--- config.mk ---
export PLATFORM = sky130hd
export DESIGN_NAME = filtro_vizinhos
export DESIGN_NICKNAME = d
export VERILOG_FILES = /design/src/rtl/filtro_vizinhos_pkg.sv /design/src/rtl/codificador_prioridade_8.sv /design/src/rtl/filtro_vizinhos.sv
export SDC_FILE = /design/constraint.sdc
export NUM_CORES = 1
export LEC_CHECK = 0
export ABC_AREA = 1
export CORE_MARGIN = 1.5
export CORE_UTILIZATION = 40
export DETAILED_ROUTE_END_ITERATION = 12
export GPL_ROUTABILITY_DRIVEN = 0
export GPL_TIMING_DRIVEN = 0
export PLACE_DENSITY = 0.68
export SLEW_MARGIN = 20
export SYNTH_ARGS = -nofsm -noshare
export SYNTH_HDL_FRONTEND = slang
export SYNTH_SLANG_ARGS = --single-unit
--- constraint.sdc ---
create_clock -name clk -period 2.81 [get_ports clk]
set_input_delay 0.562 -clock clk [delete_from_list [all_inputs] [get_ports clk]]
set_output_delay 0.562 -clock clk [all_outputs]
set_load 0.1 [all_outputs]
--- src/rtl/filtro_vizinhos_pkg.sv ---
// Shared constants and FSM encoding for the neighbour filter stage.
package filtro_vizinhos_pkg;

  localparam int unsigned NUM_VIZINHOS   = 8;
  localparam int unsigned NUM_PORTAS_EST = 9;
  localparam int unsigned IDX_WIDTH      = 3;

  typedef enum logic [1:0] {
    ST_IDLE     = 2'd0,
    ST_CONSULTA = 2'd1,
    ST_EMITE    = 2'd2,
    ST_FIM      = 2'd3
  } estado_t;

endpackage

--- src/rtl/codificador_prioridade_8.sv ---
// Lowest-set-bit priority encoder over the pending-neighbour mask.
module codificador_prioridade_8
  import filtro_vizinhos_pkg::*;
(
  input  logic [NUM_VIZINHOS-1:0] i_mask,
  output logic [IDX_WIDTH-1:0]    o_idx,
  output logic                    o_any
);

  always_comb begin
    o_idx = '0;
    for (int k = int'(NUM_VIZINHOS) - 1; k >= 0; k--) begin
      if (i_mask[k]) o_idx = IDX_WIDTH'(k);
    end
  end

  assign o_any = |i_mask;

endmodule

--- src/rtl/filtro_vizinhos.sv ---
// Drops established neighbours and self-loops, marks the expanded node
// established and streams the survivors one per handshake.
module filtro_vizinhos
  import filtro_vizinhos_pkg::*;
#(
  parameter int unsigned ADDR_WIDTH = 8,
  parameter int unsigned PESO_WIDTH = 16
) (
  input  logic                                 clk,
  input  logic                                 rst_n,
  input  logic                                 in_valid_in,
  output logic                                 in_ready_out,
  input  logic [ADDR_WIDTH-1:0]                atual_addr_in,
  input  logic [NUM_VIZINHOS*ADDR_WIDTH-1:0]   vizinhos_addr_in,
  input  logic [NUM_VIZINHOS*PESO_WIDTH-1:0]   vizinhos_peso_in,
  input  logic [NUM_VIZINHOS-1:0]              vizinhos_mask_in,
  output logic [NUM_PORTAS_EST*ADDR_WIDTH-1:0] est_read_addr_out,
  input  logic [NUM_PORTAS_EST-1:0]            est_read_data_in,
  output logic                                 est_write_en_out,
  output logic [ADDR_WIDTH-1:0]                est_write_addr_out,
  output logic                                 est_write_data_out,
  output logic                                 out_valid_out,
  input  logic                                 out_ready_in,
  output logic [ADDR_WIDTH-1:0]                out_addr_out,
  output logic [PESO_WIDTH-1:0]                out_peso_out,
  output logic [ADDR_WIDTH-1:0]                out_pai_out,
  output logic                                 done_out,
  output logic                                 descartado_out
);

  estado_t                            r_estado;
  logic [ADDR_WIDTH-1:0]              r_atual;
  logic [NUM_VIZINHOS*ADDR_WIDTH-1:0] r_viz_addr;
  logic [NUM_VIZINHOS*PESO_WIDTH-1:0] r_viz_peso;
  logic [NUM_VIZINHOS-1:0]            r_pend;
  logic [IDX_WIDTH-1:0]               r_idx;
  logic                               r_in_ready;
  logic                               r_out_valid;
  logic [ADDR_WIDTH-1:0]              r_out_addr;
  logic [PESO_WIDTH-1:0]              r_out_peso;
  logic [ADDR_WIDTH-1:0]              r_out_pai;
  logic                               r_done;
  logic                               r_descartado;

  logic [ADDR_WIDTH-1:0]   w_viz_addr [NUM_VIZINHOS];
  logic [PESO_WIDTH-1:0]   w_viz_peso [NUM_VIZINHOS];
  logic [NUM_VIZINHOS-1:0] w_auto;
  logic [NUM_VIZINHOS-1:0] w_pend_ini;
  logic [NUM_VIZINHOS-1:0] w_cod_in;
  logic [IDX_WIDTH-1:0]    w_idx;
  logic                    w_any;
  logic                    w_write_en;

  // Unpack neighbour slots and flag self-loops.
  always_comb begin
    w_auto = '0;
    for (int k = 0; k < int'(NUM_VIZINHOS); k++) begin
      w_viz_addr[k] = r_viz_addr[k*ADDR_WIDTH +: ADDR_WIDTH];
      w_viz_peso[k] = r_viz_peso[k*PESO_WIDTH +: PESO_WIDTH];
      w_auto[k]     = (w_viz_addr[k] == r_atual);
    end
  end

  // In CONSULTA r_pend still holds the raw mask.
  assign w_pend_ini = r_pend & ~est_read_data_in[NUM_PORTAS_EST-1:1] & ~w_auto;
  assign w_cod_in   = (r_estado == ST_CONSULTA) ? w_pend_ini : r_pend;
  assign w_write_en = (r_estado == ST_CONSULTA) && !est_read_data_in[0];

  codificador_prioridade_8 u_cod (
    .i_mask (w_cod_in),
    .o_idx  (w_idx),
    .o_any  (w_any)
  );

  always_ff @(posedge clk or negedge rst_n) begin
    if (!rst_n) begin
      r_estado     <= ST_IDLE;
      r_atual      <= '0;
      r_viz_addr   <= '0;
      r_viz_peso   <= '0;
      r_pend       <= '0;
      r_idx        <= '0;
      r_in_ready   <= 1'b0;
      r_out_valid  <= 1'b0;
      r_out_addr   <= '0;
      r_out_peso   <= '0;
      r_out_pai    <= '0;
      r_done       <= 1'b0;
      r_descartado <= 1'b0;
    end else begin
      case (r_estado)
        ST_IDLE: begin
          if (r_in_ready && in_valid_in) begin
            r_atual    <= atual_addr_in;
            r_viz_addr <= vizinhos_addr_in;
            r_viz_peso <= vizinhos_peso_in;
            r_pend     <= vizinhos_mask_in;
            r_in_ready <= 1'b0;
            r_estado   <= ST_CONSULTA;
          end else begin
            r_in_ready <= 1'b1;
          end
        end
        ST_CONSULTA: begin
          if (est_read_data_in[0]) begin
            r_pend       <= '0;
            r_descartado <= 1'b1;
            r_done       <= 1'b1;
            r_estado     <= ST_FIM;
          end else if (w_any) begin
            r_pend      <= w_pend_ini;
            r_idx       <= w_idx;
            r_out_addr  <= w_viz_addr[w_idx];
            r_out_peso  <= w_viz_peso[w_idx];
            r_out_pai   <= r_atual;
            r_out_valid <= 1'b1;
            r_estado    <= ST_EMITE;
          end else begin
            r_pend   <= '0;
            r_done   <= 1'b1;
            r_estado <= ST_FIM;
          end
        end
        ST_EMITE: begin
          // Each handshake is followed by one cycle that loads the next slot.
          if (r_out_valid) begin
            if (out_ready_in) begin
              r_pend[r_idx] <= 1'b0;
              r_out_valid   <= 1'b0;
            end
          end else if (w_any) begin
            r_idx       <= w_idx;
            r_out_addr  <= w_viz_addr[w_idx];
            r_out_peso  <= w_viz_peso[w_idx];
            r_out_pai   <= r_atual;
            r_out_valid <= 1'b1;
          end else begin
            r_done   <= 1'b1;
            r_estado <= ST_FIM;
          end
        end
        ST_FIM: begin
          r_done       <= 1'b0;
          r_descartado <= 1'b0;
          r_in_ready   <= 1'b1;
          r_estado     <= ST_IDLE;
        end
        default: r_estado <= ST_IDLE;
      endcase
    end
  end

  assign in_ready_out       = r_in_ready;
  assign est_read_addr_out  = {r_viz_addr, r_atual};
  assign est_write_en_out   = w_write_en;
  assign est_write_addr_out = r_atual;
  assign est_write_data_out = w_write_en;
  assign out_valid_out      = r_out_valid;
  assign out_addr_out       = r_out_addr;
  assign out_peso_out       = r_out_peso;
  assign out_pai_out        = r_out_pai;
  assign done_out           = r_done;
  assign descartado_out     = r_descartado;

endmodule

Word level (Yosys, flattened, before mapping). Index checks and enable logic that the tools add are counted.

$add $sub $neg: 0. Multiply operators: 0. Div/mod/pow operators: 0. Magnitude comparators: 3. Eq/ne operators: 19. Shift-type cells: 0. Muxes and demuxes: 59. Bitwise logic cells: 7. Reduce and logical (&&, ||, !) cells: 18.

Operators with widths (count): 2-to-1 mux 8 bit (14); 2-to-1 mux 16 bit (5); == test 8 bit (8); binary-select mux 16 bit (select 3 bit) (1); 2-to-1 mux 3 bit (11); case mux 16 bit (2 select lines) (1); case mux 8 bit (2 select lines) (2); bitwise AND 8 bit (3); binary-select mux 8 bit (select 3 bit) (1); inverter 8 bit (3); case mux 8 bit (3 select lines) (1); != test 2 bit, second input constant (7); 2-to-1 mux 1 bit (13); AND reduction 3 bit (3); case mux 2 bit (4 select lines) (1); OR reduction 8 bit (1); 2-to-1 mux 2 bit (3); case mux 1 bit (2 select lines) (3); case mux 3 bit (2 select lines) (1); AND reduction 2 bit (3); nonzero test 2 bit (3); nonzero test 3 bit (2); == test 2 bit, second input constant (2); >= comparator 4 bit, second input constant (1); 11 further kinds (13).

Register bits: 249. Latch bits: 0. Memory bits (writable): 0. Memory bits (read-only): 0. Memories: 0.

Logic depth before layout (Yosys ltp). Gate-level depths: netlist of run 1.

Depth in word-level cells: 19. Gate-level depth with buffers: 21. Mapped depth without buffers: 19.

Cells and area by module. Synthesis of run 1 repeated with hierarchy kept, for this count alone.

Cell total of the unflattened synthesis: 1414. Area, all modules: 12394.4 um2.

Modules (own cells, without submodules): filtro_vizinhos (times used 1, cells each 1392, area an instance 12295.5 um2); codificador_prioridade_8 (times used 1, cells each 22, area an instance 98.8 um2).

Worst setup path after synthesis of run 1. No wires, ideal clock.

Path kind: flip-flop to output port. Start point: register r_estado[1]. End point: output port est_write_en_out. Arrival: 2941 ps. Data required time: 2248 ps. Path slack: -693 ps. Stages on the path, launching flop included: 7. Buffers on the path: 2. Cells stage by stage: dfrtp_1 -> inv_1 -> ha_1 -> buf_2 -> inv_1 -> nor2_1 -> buf_4.

Word-level cells in the longest chain between the ends: 2.

Ends and longest elaborated chain: from (decl) (RTL line filtro_vizinhos.sv:31) `estado_t r_estado;`; from (signal assigned) (RTL line filtro_vizinhos.sv:77) `r_estado <= ST_IDLE;`; from (signal assigned) (RTL line filtro_vizinhos.sv:99) `r_estado <= ST_CONSULTA;`; from (signal assigned) (RTL line filtro_vizinhos.sv:109) `r_estado <= ST_FIM;`; == test 2 x 1 -> 1 bit (RTL line filtro_vizinhos.sv:67) `assign w_write_en = (r_estado == ST_CONSULTA) && !est_read_data_in[0];`; logical AND 1 bit (RTL line filtro_vizinhos.sv:67); to (decl) (RTL line filtro_vizinhos.sv:19) `output logic est_write_en_out,`.

No other way between the ends.

Worst setup path in the final report of run 1.
Start point: register r_viz_addr[53]. End point: output port est_read_addr_out[61].

RTL lines: from (decl) (RTL line filtro_vizinhos.sv:33) `logic [NUM_VIZINHOS*ADDR_WIDTH-1:0] r_viz_addr;`; from (signal assigned) (RTL line filtro_vizinhos.sv:95) `r_viz_addr <= vizinhos_addr_in;`; to (decl) (RTL line filtro_vizinhos.sv:17) `output logic [NUM_PORTAS_EST*ADDR_WIDTH-1:0] est_read_addr_out,`.

No word-level cell between the ends.

==> results of run 1 <==
logic make-up (layout without fill, tap and decap cells):
group / count (synthesis) / after routing / synth area share
and+or+nand+nor: 749 / 749 / 0.254
buffers and inverters: 251 / 657 / 0.0854
DFF: 249 / 249 / 0.490
AOI/OAI and AO/OA: 173 / 173 / 0.0752
muxes: 85 / 85 / 0.0753
xor gates and xnor gates: 21 / 21 / 0.0145
adders and majority gates: 5 / 5 / 0.00492
sequential cells by signal, indices dropped and copies added (netlist names):
register	count
done_out	1
r_viz_addr	64
in_ready_out	1
r_pend	8
r_viz_peso	128
out_pai_out	8
out_valid_out	1
descartado_out	1
est_write_addr_out	8
out_peso_out	16
r_estado	2
out_addr_out	8
r_idx	3
synthesized netlist by cell type, drive strengths merged:
| cell type | number | share of area |
|---|---|---|
| nor3 | 2 | 0.0017 |
| nand4 | 16 | 0.0079 |
| a211oi | 2 | 0.0012 |
| xnor2 | 21 | 0.014 |
| o22ai | 1 | 0.00049 |
| o211ai | 9 | 0.0053 |
| dfrtp | 249 | 0.49 |
| nor2 | 152 | 0.045 |
| a31oi | 1 | 0.00049 |
| nand3 | 257 | 0.10 |
| or2 | 2 | 0.00098 |
| inv | 147 | 0.044 |
| nor4 | 1 | 0.0017 |
| mux2 | 85 | 0.075 |
| a21oi | 124 | 0.051 |
| nand2 | 319 | 0.095 |
| buf | 51 | 0.025 |
| ha | 5 | 0.0049 |
| clkbuf | 53 | 0.016 |
| o21ai | 26 | 0.010 |
| o311ai | 10 | 0.0069 |
metal layers:
| metal | share of wire | global-route usage | vias up |
|---|---|---|---|
| met2 | 0.45 | 0.466 | 682 |
| met3 | 0.086 | 0.0609 | 119 |
| met1 | 0.42 | 0.392 | 6130 |
| met4 | 0.044 | 0.121 | 0 |
| li1 | - | - | 5789 |
| met5 | 0 | 0 | - |
per-stage QoR:
stage | TNS (ps) | instance area (um^2)
after floorplan | 0 | 12700
after global placement | -2488130 | 16600
after detailed placement | -66920 | 16700
after CTS | 0 | 17800
after global routing | -1970 | 18000
final | -4.86 | 18000
worst max path at each step:
| stage | endpoint | from |
|---|---|---|
| final | est_read_addr_out[61] | r_viz_addr[53] |
| after global routing | out_peso_out[13] | est_write_addr_out[2] |
| after CTS | est_read_addr_out[58] | r_viz_addr[50] |
| after detailed placement | est_write_addr_out[3] | in_valid_in |
| after global placement | est_write_addr_out[7] | rst_n |
| after floorplan | out_addr_out[3] | est_write_addr_out[3] |
cells in the final DEF (no fill, tap or decap), types with 23 or more instances in the layout:
cell type	n
sky130_fd_sc_hd__clkdlybuf4s50_1	328
sky130_fd_sc_hd__nand2_1	311
sky130_fd_sc_hd__nand3_1	253
sky130_fd_sc_hd__dfrtp_1	242
sky130_fd_sc_hd__nor2_1	145
sky130_fd_sc_hd__inv_1	132
sky130_fd_sc_hd__a21oi_1	119
sky130_fd_sc_hd__mux2_2	85
sky130_fd_sc_hd__buf_4	37
sky130_fd_sc_hd__clkbuf_1	30
sky130_fd_sc_hd__clkbuf_16	27
sky130_fd_sc_hd__o21ai_0	23
repair_timing:
item                                    4_1_cts  5_1_grt
hold buffers                                  1        0
hold endpoints to repair                     34        0
pin swaps                                     4        5
setup buffers                                 9        8
resized for setup                            47      110
endpoints found under the setup margin      153      135
final cells by class:
type	instances	area [um^2]
clock inverters	12	125
well taps	402	503
plain buffers	102	686
multi-input cells	1033	5490
fillers	2836	13400
inverters	147	593
clock buffers	37	793
repair buffers	359	3610
flip-flops and latches	249	6240
==> summary.txt, run 1 <==
================================================================================
Run status                                                          finished, violations left
Violations in the final reports                                     setup timing
Residual overflow from global routing                                          0
Count of nets left with antenna violations after detail routing                0
Floorplan Core Area                                                  31,400 um^2
Part of the Yosys area used for sequential elements                        0.490
Maximum buffer depth of the clock tree                                         3
Minimum setup slack among reg-to-reg paths                                 90 ps
Min Clock Period, post-route                                             2810 ps
Unrepaired setup endpoints after global routing                              yes
Capturing element type of the critical path                         primary output
Die X                                                                     181 um
Num rows                                                                      65
Total of endpoints with negative setup slack in the final report               1
Htree depth                                                                    1
Final worst slack                                                       -4.86 ps
Worst min-delay path category                                        in -> async
Nets                                                                       2,145
Number of standard cells after synthesis                                   1,533
Number of register bits inferred by synthesis                                249
IO buf count                                                                 338
Number of instances in the placed design                                   2,276
Worst-margin pin slew                                                    1100 ps
Maximum number of pins on one net before global-route repair                  87
WP depth                                                                       1
# DRC                                                                          0
Later-pin clock latency in the skew report                                570 ps
Die Outline Area                                                     32,800 um^2
Yosys warns                                                                    0
Relative max-transition margin                                             0.271
Upper clock frequency limit                                            0.355 GHz
Arrival time at the worst endpoint                                       2250 ps
Wire length after detailed routing                                     49,000 um
Net Count, Synth                                                           1,759
Worst hold slack across all endpoints                                     475 ps
Average cell area after synthesis                                      8.29 um^2
Worst r2r src                                                       est_write_addr_out[4]
Total I/O pin count                                                          339
Die Ht                                                                    181 um
Crit Path Class                                                       reg -> out
Synthesis-to-layout area growth                                            42.0%
Required arrival time at the worst endpoint                              2250 ps
Router iterations before antenna repair                                        7
Clock tree from TritonCTS                                                  built
Number of global-route vias before repair                                 12,500
Critical path, cell by cell                                         clkdlybuf4s50_1
Vias after detailed routing                                               12,700
Worst-case reg-to-reg path depth                                              20
Number of non-filler instances in the completed layout                     2,341
Standard cell with the maximum stage delay on the critical path     sky130_fd_sc_hd__clkdlybuf4s50_1
Final Slew Violations                                                          0
Worst setup slack after placement                                        -649 ps
Utilization after layout                                                   0.575
Total global-route track usage                                             0.294
Total buffers and inverters traversed by the critical path                     1
Total count of hold-check failures in the final report                         0
Cell chosen for the clock root                                      sky130_fd_sc_hd__clkbuf_16
Clock tree skew after final layout                                       23.8 ps
Worst Setup Start Kind                                                  register
Total standard cell area after synthesis                             12,700 um^2
DR WL/cell                                                               20.9 um
Biggest fanout along the worst timing path                                     4
Proportion of layout cells with a drive suffix above 1                     0.143
Maximum capacitance violations                                                 0
Cell family contributing the most delay on the critical path        buffers and inverters
Unique masters post-synth                                                     34
Placed wire-length estimate after detailed placement                   36,500 um
Terminus of the critical flop-to-flop path                          out_peso_out[1]
Worst path max stage delay                                               1200 ps
Number of buffers inserted during clock tree synthesis                        27
Drt initial violations                                                     1,343
Number of antenna violations at the first check in global routing              0
Final period util                                                           1.00
Wire length of the first global-routing pass                           73,300 um
Clock slew at reported path FFs                                            60 ps
Starting Density                                                           0.405
Sinks on Clock Net                                                           249
Antenna diode instance count                                                   0
Average vias per placed instance                                            5.43
================================================================================
Power of run 1 is not shown: default switching activity piles up to over one toggle a cycle in this logic, so the estimate is an artifact.
==> run 2, diff against run 1 <==
- SKIP_LAST_GASP: not set -> 1
==> run 2 against run 1 <==
Against the previous run:
- count of clock-buffer cells in the layout unchanged
- clock skew is 1.9 ps higher
- maximum frequency increased by 0.19%
- routed wire length shrank 0.33%
- die area is the same
- hold slack worse by 0.93 ps
- the flow now finishes without violations
- critical path depth unchanged
- cell count fell by 0.17%
- critical path type unchanged
- register-to-register slack barely moved
- global-route usage is the same
- via count is essentially flat
- final area decreased by 0.12%
==> summary.txt, run 2 (synthesized netlist as in run 1, its figures left out) <==
================================================================================
Residual overflow from global routing                                          0   unchanged
Drt initial violations                                                     1,324   -1.4%
Clock tree skew after final layout                                       25.8 ps   +1.94 ps
Sinks on Clock Net                                                           249   unchanged
Worst path max stage delay                                               1200 ps   about the same
Total I/O pin count                                                          339   unchanged
Nets                                                                       2,141   -0.19%
Min Clock Period, post-route                                             2810 ps   -5.44 ps
Crit Path Class                                                       reg -> out
Most common cell after layout, fill and taps aside                  sky130_fd_sc_hd__clkdlybuf4s50_1
Final Slew Violations                                                          0   unchanged
Proportion of layout cells with a drive suffix above 1                     0.140   -0.00332
Number of buffers inserted during clock tree synthesis                        27   unchanged
Max FFs per register                                                         128   unchanged
Clock tree from TritonCTS                                                  built
Die Ht                                                                    181 um   unchanged
Cell chosen for the clock root                                      sky130_fd_sc_hd__clkbuf_16
Wire length after detailed routing                                     48,800 um   -0.33%
Biggest fanout along the worst timing path                                     4   unchanged
Filler cell count in the final layout                                      2,839   +0.11%
Later-pin clock latency in the skew report                                570 ps   about the same
Capturing element type of the critical path                         primary output
Most frequent cells in the layout                                   328 x sky130_fd_sc_hd__clkdlybuf4s50_1, 313 x sky130_fd_sc_hd__nand2_1, 254 x sky130_fd_sc_hd__nand3_1
Upper clock frequency limit                                            0.356 GHz   +0.19%
Number of antenna violations at the first check in global routing              0   unchanged
Router iterations before antenna repair                                        6   -1
Worst-margin pin slew                                                    1100 ps   -0.510 ps
Wire length of the first global-routing pass                           73,300 um   unchanged
Starting Density                                                           0.405   unchanged
Largest register by flop count                                        r_viz_peso
IO buf count                                                                 338   unchanged
Floorplan Core Area                                                  31,400 um^2   unchanged
Count of nets left with antenna violations after detail routing                0   unchanged
Standard cell with the maximum stage delay on the critical path     sky130_fd_sc_hd__clkdlybuf4s50_1
DR WL/cell                                                               20.9 um   -0.16%
Total global-route track usage                                             0.294   unchanged
Placed wire-length estimate after detailed placement                   36,500 um   unchanged
Cell family contributing the most delay on the critical path        buffers and inverters
Vias after detailed routing                                               12,700   -0.055%
Worst-case reg-to-reg path depth                                              18   -10%
Die X                                                                     181 um   unchanged
Utilization after layout                                                   0.574   -0.000717
Maximum buffer depth of the clock tree                                         3   unchanged
Antenna diode instance count                                                   0   unchanged
Clock slew at reported path FFs                                            60 ps   about the same
Critical path, cell by cell                                         clkdlybuf4s50_1
Required arrival time at the worst endpoint                              2250 ps   about the same
Arrival time at the worst endpoint                                       2250 ps   about the same
Worst Setup Start Kind                                                  register
Synthesis-to-layout area growth                                            41.8%
# DRC                                                                          0   unchanged
Average vias per placed instance                                            5.44   +0.12%
Die Outline Area                                                     32,800 um^2   unchanged
Htree depth                                                                    1   unchanged
Relative max-transition margin                                             0.271   +0.000338
Total buffers and inverters traversed by the critical path                     1   unchanged
Total of endpoints with negative setup slack in the final report               0   -1
Number of global-route vias before repair                                 12,500   unchanged
Maximum capacitance violations                                                 0   unchanged
Minimum setup slack among reg-to-reg paths                                 80 ps   about the same
Total count of hold-check failures in the final report                         0   unchanged
WP depth                                                                       1   unchanged
Worst min-delay path category                                        in -> async
Num rows                                                                      65   unchanged
Run status                                                             completed
Final period util                                                           1.00   -0.00194
Maximum number of pins on one net before global-route repair                  87   unchanged
================================================================================
run 2: cell types whose count changed in the layout (fill, tap and decap cells not counted), sizes merged:
| cell | delta |
|---|---|
| buf | -4 |
run 2: timing repair:
item                                   4_1_cts  5_1_grt
setup buffers                                9        4
setup endpoints to repair                  153      135
gates resized for setup                     46      107
endpoints found under the hold margin       34        0
hold buffers                                 1        0
pin swaps                                    4        4
run 2: final timing paths:
| kind | startpoint | end |
|---|---|---|
| max in group asynchronous | rst_n | r_viz_peso[42] |
| setup / recovery | r_viz_addr[53] | est_read_addr_out[61] |
| hold reg to reg | out_pai_out[0] | out_pai_out[0] |
| hold / removal | rst_n | r_viz_addr[60] |
| setup reg to reg | est_write_addr_out[4] | out_peso_out[6] |
| min in group clk | out_pai_out[0] | out_pai_out[0] |
run 2: layout make-up:
type / instances / area (um^2) / share of cell area
repair buffers: 355 / 3590 / 0.199
multi-input cells: 1033 / 5490 / 0.305
flip-flops and latches: 249 / 6240 / 0.346
well taps: 402 / 503 / 0.0279
clock inverters: 12 / 125 / 0.00694
plain buffers: 102 / 687 / 0.0381
inverters: 147 / 593 / 0.0329
clock buffers: 37 / 793 / 0.0440
run 2: metal layers:
metal  up-vias  global-route usage  wire length (um)
met5         -                   0                 0
met4         0               0.121              2260
met3       130              0.0609              4450
met2       718               0.466             22100
met1      6092               0.392             19900
li1       5773                   -                 -
run 2: stage by stage:
stage	setup WS [ps]	std cells	hold WS [ps]	instance area, um^2	TNS, ps
5_1_grt	-95.2	2337	484	18000	-1520
2_1_floorplan	3.88	1533	266	12700	0
6_report	0.576	2337	474	18000	0
3_3_place_gp	-10680	2273	469	16600	-2488130
4_1_cts	-9.97	2335	456	17800	-9.97
3_5_place_dp	-649	2276	457	16700	-66920
Power of run 2 is left out for the same reason.
